**config.mk**
```make
export PLATFORM = sky130hd
export DESIGN_NAME = mem_ctrl_nch
export DESIGN_NICKNAME = d
export VERILOG_FILES = /design/src/rtl/mem_ctrl_nch.sv
export SDC_FILE = /design/constraint.sdc
export NUM_CORES = 1
export LEC_CHECK = 0
export CAP_MARGIN = 20
export CORE_UTILIZATION = 32
export DETAILED_ROUTE_END_ITERATION = 6
export GPL_TIMING_DRIVEN = 0
export PLACE_DENSITY = 0.77
export SETUP_SLACK_MARGIN = 0.2
export SKIP_LAST_GASP = 1
export SYNTH_ARGS = -nofsm -noshare
export SYNTH_HDL_FRONTEND = slang
export SYNTH_SLANG_ARGS = --single-unit
export TNS_END_PERCENT = 10
```
**constraint.sdc**
```tcl
create_clock -name mc_clk -period 1.94 [get_ports mc_clk]
set_input_delay 0.388 -clock mc_clk [delete_from_list [all_inputs] [get_ports mc_clk]]
set_output_delay 0.388 -clock mc_clk [all_outputs]
set_load 0.005 [all_outputs]
```
**src/rtl/mem_ctrl_nch.sv**
```systemverilog
// ============================================================================
// Module  : mem_ctrl_nch
// Purpose : NCH-lane memory controller. Loads N words per lane from the host
//           into a single-port RAM, streams them back one address at a time
//           to a core under a done-handshake, and can zero-fill a range.
// Ports   : mc_clk / mc_reset      - clock, synchronous active-high reset
//           mc_start/mc_mode/mc_length - command (00 LOAD, 01 STREAM,
//                                      10 LOAD then STREAM, 11 CLEAR)
//           mc_valid_data/mc_data_in  - host write data (lane k = [k*DW +: DW])
//           mc_data_out/_valid, procc_done - element presented to the core
//           mem_addr/mem_we/mem_wdata/mem_rdata - RAM port (1-cycle read)
//           mc_busy/mc_done/mc_err/mc_count - status to core control
// Rev     : 1.0 - initial release
// ============================================================================
`timescale 1ns/1ps
`default_nettype none

module mem_ctrl_nch #(
  parameter int NCH = 2,
  parameter int DW  = 32,
  parameter int AW  = 6
) (
  input  logic              mc_clk,
  input  logic              mc_reset,
  input  logic              mc_start,
  input  logic [1:0]        mc_mode,
  input  logic [AW:0]       mc_length,
  input  logic              mc_valid_data,
  input  logic [NCH*DW-1:0] mc_data_in,
  output logic [NCH*DW-1:0] mc_data_out,
  output logic              mc_data_out_valid,
  input  logic              procc_done,
  output logic [AW-1:0]     mem_addr,
  output logic              mem_we,
  output logic [NCH*DW-1:0] mem_wdata,
  input  logic [NCH*DW-1:0] mem_rdata,
  output logic              mc_busy,
  output logic              mc_done,
  output logic              mc_err,
  output logic [AW:0]       mc_count
);

  typedef enum logic [2:0] {
    S_IDLE     = 3'd0,
    S_LOAD     = 3'd1,
    S_RD_ISSUE = 3'd2,
    S_RD_WAIT  = 3'd3,
    S_PRESENT  = 3'd4,
    S_CLEAR    = 3'd5,
    S_DONE     = 3'd6
  } state_t;

  // Largest legal block: the full RAM depth.
  localparam logic [AW:0] MAX_N = {1'b1, {AW{1'b0}}};

  state_t              state_q, state_d;
  logic [1:0]          mode_q,  mode_d;
  logic [AW:0]         len_q,   len_d;
  logic [AW-1:0]       addr_q,  addr_d;
  logic [AW:0]         count_q, count_d;
  logic [NCH*DW-1:0]   dout_q,  dout_d;
  logic                dval_q,  dval_d;
  logic                busy_q,  busy_d;
  logic                done_q,  done_d;
  logic                err_q,   err_d;

  logic [AW:0]         count_inc;
  logic                last_elem;

  assign count_inc = count_q + (AW+1)'(1);
  assign last_elem = (count_inc == len_q);

  always_comb begin
    state_d = state_q;
    mode_d  = mode_q;
    len_d   = len_q;
    addr_d  = addr_q;
    count_d = count_q;
    dout_d  = dout_q;
    dval_d  = dval_q;
    err_d   = 1'b0;

    case (state_q)
      S_IDLE: begin
        if (mc_start) begin
          len_d = mc_length;
          if ((mc_length == '0) || (mc_length > MAX_N)) begin
            err_d = 1'b1;
          end else begin
            mode_d  = mc_mode;
            addr_d  = '0;
            count_d = '0;
            case (mc_mode)
              2'b00, 2'b10: state_d = S_LOAD;
              2'b01:        state_d = S_RD_ISSUE;
              default:      state_d = S_CLEAR;
            endcase
          end
        end
      end

      S_LOAD: begin
        if (mc_valid_data) begin
          addr_d  = addr_q + AW'(1);
          count_d = count_inc;
          if (last_elem) begin
            if (mode_q == 2'b10) begin
              // Chained stream restarts both counters at element 0.
              addr_d  = '0;
              count_d = '0;
              state_d = S_RD_ISSUE;
            end else begin
              state_d = S_DONE;
            end
          end
        end
      end

      S_RD_ISSUE: state_d = S_RD_WAIT;

      S_RD_WAIT: begin
        dout_d  = mem_rdata;
        dval_d  = 1'b1;
        state_d = S_PRESENT;
      end

      S_PRESENT: begin
        if (procc_done) begin
          dval_d  = 1'b0;
          addr_d  = addr_q + AW'(1);
          count_d = count_inc;
          state_d = last_elem ? S_DONE : S_RD_ISSUE;
        end
      end

      S_CLEAR: begin
        addr_d  = addr_q + AW'(1);
        count_d = count_inc;
        if (last_elem) state_d = S_DONE;
      end

      S_DONE: state_d = S_IDLE;

      default: state_d = S_IDLE;
    endcase

    // Status flags are registered images of the next state.
    busy_d = (state_d != S_IDLE);
    done_d = (state_d == S_DONE);
  end

  always_ff @(posedge mc_clk) begin
    if (mc_reset) begin
      state_q <= S_IDLE;
      mode_q  <= '0;
      len_q   <= '0;
      addr_q  <= '0;
      count_q <= '0;
      dout_q  <= '0;
      dval_q  <= 1'b0;
      busy_q  <= 1'b0;
      done_q  <= 1'b0;
      err_q   <= 1'b0;
    end else begin
      state_q <= state_d;
      mode_q  <= mode_d;
      len_q   <= len_d;
      addr_q  <= addr_d;
      count_q <= count_d;
      dout_q  <= dout_d;
      dval_q  <= dval_d;
      busy_q  <= busy_d;
      done_q  <= done_d;
      err_q   <= err_d;
    end
  end

  // Host data passes straight to the RAM in the cycle it is valid; CLEAR
  // writes zeros every cycle it is active.
  assign mem_we    = ((state_q == S_LOAD) && mc_valid_data) || (state_q == S_CLEAR);
  assign mem_wdata = (state_q == S_LOAD) ? mc_data_in : '0;
  assign mem_addr  = addr_q;

  assign mc_data_out       = dout_q;
  assign mc_data_out_valid = dval_q;
  assign mc_busy           = busy_q;
  assign mc_done           = done_q;
  assign mc_err            = err_q;
  assign mc_count          = count_q;

endmodule

`default_nettype wire

```
==> results.json <==
{
  "async_flop_share_pct": 0,
  "hp-start": "mc_length[0]",
  "nFillCells": 1103,
  "reg2reg_from": "state_q[0]",
  "die_h_um": 116,
  "vias_per_cell": 4.55,
  "r2r_cells": 8,
  "grt_max_degree": 16,
  "wl_per_cell_um": 14.6,
  "synth-seq-cells": 93,
  "whs_path_depth": 3,
  "synthAdderAreaFrac_pct": 0.604,
  "synthTopCellsByArea": "dfxtp_1, nand2_1, and2_1",
  "synth_top_family_by_area": "simple AND/OR/NAND/NOR gates",
  "rsz0062_at_grt": "true",
  "slew_headroom_pct": 66.3,
  "power_density_mw_per_mm2": 638,
  "synth-simple-area-share_pct": 32.5,
  "tightest_slew_ps": 506,
  "synth-main-ff-cell": "dfxtp_1",
  "finalHoldViolCount": 0,
  "end_kind": "output port",
  "io_pins": 288,
  "outcome": "complete, but fails checks",
  "place_area_mm2": 0.00722,
  "holdWs_ps": 380,
  "synth_compound_area_share_pct": 13.4,
  "synth_top_area_share_pct": 45.0,
  "grt_first_pass_wirelength_um": 21500,
  "design_area_mm2": 0.00807,
  "synth_cell_types": 41,
  "gp_congestion": 0.787,
  "vias": 4751,
  "clock_sinks": 93,
  "synth_area_mm2": 0.00414,
  "dp_hpwl_um": 11100,
  "cts_buffers": 9,
  "crit_required_ps": 1550,
  "start_kind": "flop",
  "drive_above_1_share_pct": 20.3,
  "drcViolationCount": 0,
  "r2r_slack_ps": -60,
  "setup_ws_ps": -142,
  "holdPathEnd": "len_q[0]",
  "cts-root-buf": "clkbuf_16",
  "skew_ps": 13.5,
  "clockBufferDepth": 2,
  "path_max_fanout": 5,
  "dr.pass1.iters": 4,
  "dp.cells": 997,
  "dp_slack_ps": -1080,
  "finalSetupTns_ps": -6100,
  "cts_hold_buf": 0,
  "crit_path_start": "state_q[1]",
  "multi_input_area_mm2": 0.00230,
  "finalSetupViolations": 73,
  "grtUsageTotal_pct": 21.1,
  "clkTransAtPathRegs_ps": 70,
  "grt_pass1_vias": 4303,
  "synth.net_count": 683,
  "clk_latency_ps": 340,
  "path_class": "reg -> out",
  "die_w_um": 116,
  "min_path_type": "in -> reg",
  "portBuffers": 286,
  "cts_tree": "built",
  "rows": 41,
  "start_util_pct": 32.8,
  "fin_nets": 1012,
  "failed_checks": "negative setup slack",
  "grt_overflow": 0,
  "antenna_found_initial": 0,
  "design.die.area_mm2": 0.0134,
  "finalNonFillerCells": 1045,
  "yosys.area.top_type": "dfxtp_1",
  "synth-xor-area-share_pct": 4.23,
  "synthCells": 539,
  "ant_nets": 0,
  "layout.area.seq_mm2": 0.00188,
  "ir_worst_vdd_mv": 0.470,
  "synth_edf_count": 0,
  "ys_seq_area_share_pct": 45.0,
  "r2r_end": "mem_addr[5]",
  "core_area_mm2": 0.0126,
  "drv_slew": 0,
  "crit_arrival_ps": 1690,
  "drt-initial-drc-count": 141,
  "maxCapViolations": 0,
  "min_period_ps": 2080,
  "wirelength_um": 15200,
  "ys_warn_count": 0,
  "muxShareOfSynthArea_pct": 0,
  "post-route-period-util_pct": 107,
  "htreeDepth": 3,
  "syn_avg_cell_area_um2": 7.68,
  "power_leakage_nw": 3.23,
  "diodes": 0,
  "area_growth_syn_to_layout_pct": 94.9,
  "fmaxAchievable_ghz": 0.480
}
## how the worst max path moves through the flow
stage / endpoint / slack [ps] / cells after the start
global placement: mem_wdata[8] / -1090 / 7
finish: mem_wdata[23] / -140 / 10
CTS: mem_wdata[0] / -190 / 9
detailed placement: mem_wdata[8] / -1080 / 7
global route: mem_wdata[26] / -220 / 10
floorplan: mem_addr[0] / 10 / 8
## kinds of logic (layout without fill, tap and decap cells)
| group | count (synthesis) | count (layout) |
|---|---|---|
| fa+ha+maj | 2 | 2 |
| buf+inv | 39 | 373 |
| xor+xnor | 20 | 20 |
| simple gates | 286 | 286 |
| compound gates | 99 | 99 |
| flops | 93 | 93 |
## per-stage QoR
stage / power, W / util, %
3_3_place_gp: 0.00319 / 57.2
2_1_floorplan: 0.00250 / -
6_report: 0.00515 / 63.9
5_1_grt: 0.00538 / 63.9
3_5_place_dp: 0.00321 / 57.2
4_1_cts: 0.00507 / 62.2
## synth_stat cells, drive strengths merged, types with 2 or more instances
cell type,count
and3,3
xor2,11
xnor2,9
nor3,4
ha,2
nor4,3
a22oi,2
nor2,25
buf,10
a211oi,2
a21oi,81
o21ai,4
a21o,3
nor2b,3
nand2,160
a21boi,2
inv,5
clkbuf,24
and2,67
nand2b,2
nand3,10
nand3b,3
dfxtp,93
## routing by layer
| layer | part of all wire (%) | global-route usage [%] | wire length [µm] | vias to the layer above |
|---|---|---|---|---|
| li1 | - | - | - | 2409 |
| met1 | 37 | 22.4 | 5680 | 2143 |
| met2 | 51 | 38.1 | 7790 | 187 |
| met3 | 10 | 8.58 | 1590 | 12 |
| met4 | 1.1 | 6.41 | 167 | 0 |
| met5 | 0 | 0 | 0 | - |
## critical path, stage by stage (launching register included)
cell and delay, ps:
dfxtp_2 360, buf_8 110, clkinv_4 50, nand2_4 60, nor2_4 50, buf_6 110, buf_6 110, buf_8 130
buf_8 120, and2_1 140, buf_2 120
## state kept, by name, indices dropped and copies added (netlist names)
name / count
mc_busy: 1
state_q: 3
mc_count: 7
mc_err: 1
mc_done: 1
mem_addr: 6
mode_q: 2
mc_data_out: 64
mc_data_out_valid: 1
len_q: 7
## area by class of cell
type                       count  share of cell area [%]
clock inverter                 6                   0.450
sequential                    93                    23.3
clock buffer                  10                    2.96
tap                          172                    2.67
inverter                       5                   0.295
multi-input combinational    407                    28.6
timing repair buffer         318                    38.3
buffer                        34                    3.49
## timing repair
item | in CTS | in global routing
setup endpoints to repair | 147 | 156
gates resized for setup | 274 | 95
pin swaps | 23 | 9
buffers inserted | 18 | 8
cloned | 6 | 0
## cell usage in the layout (no fill, tap or decap), drive strengths merged, types with 4 or more instances in the layout
master and count:
clkdlybuf4s50 216, nand2 160, dfxtp 93, a21oi 81, buf 76, and2 67
clkbuf 48, nor2 25, xor2 11, dlygate4sd2 10, nand3 10, xnor2 9
dlymetal6s2s 6, clkdlybuf4s15 6, inv 5, clkinv 5, o21ai 4, nor3 4
## report_power, final
| part | leakage, nW | switching (W) | internal, W | total, W |
|---|---|---|---|---|
| Clock | 0.138 | 0.000739 | 0.000899 | 0.00164 |
| Combinational | 2.33 | 0.000555 | 0.000927 | 0.00148 |
| Sequential | 0.756 | 0.0000591 | 0.00197 | 0.00203 |
| Total | 3.23 | 0.00135 | 0.00380 | 0.00515 |
No activity file was read; power rests on OpenSTA's default activity.
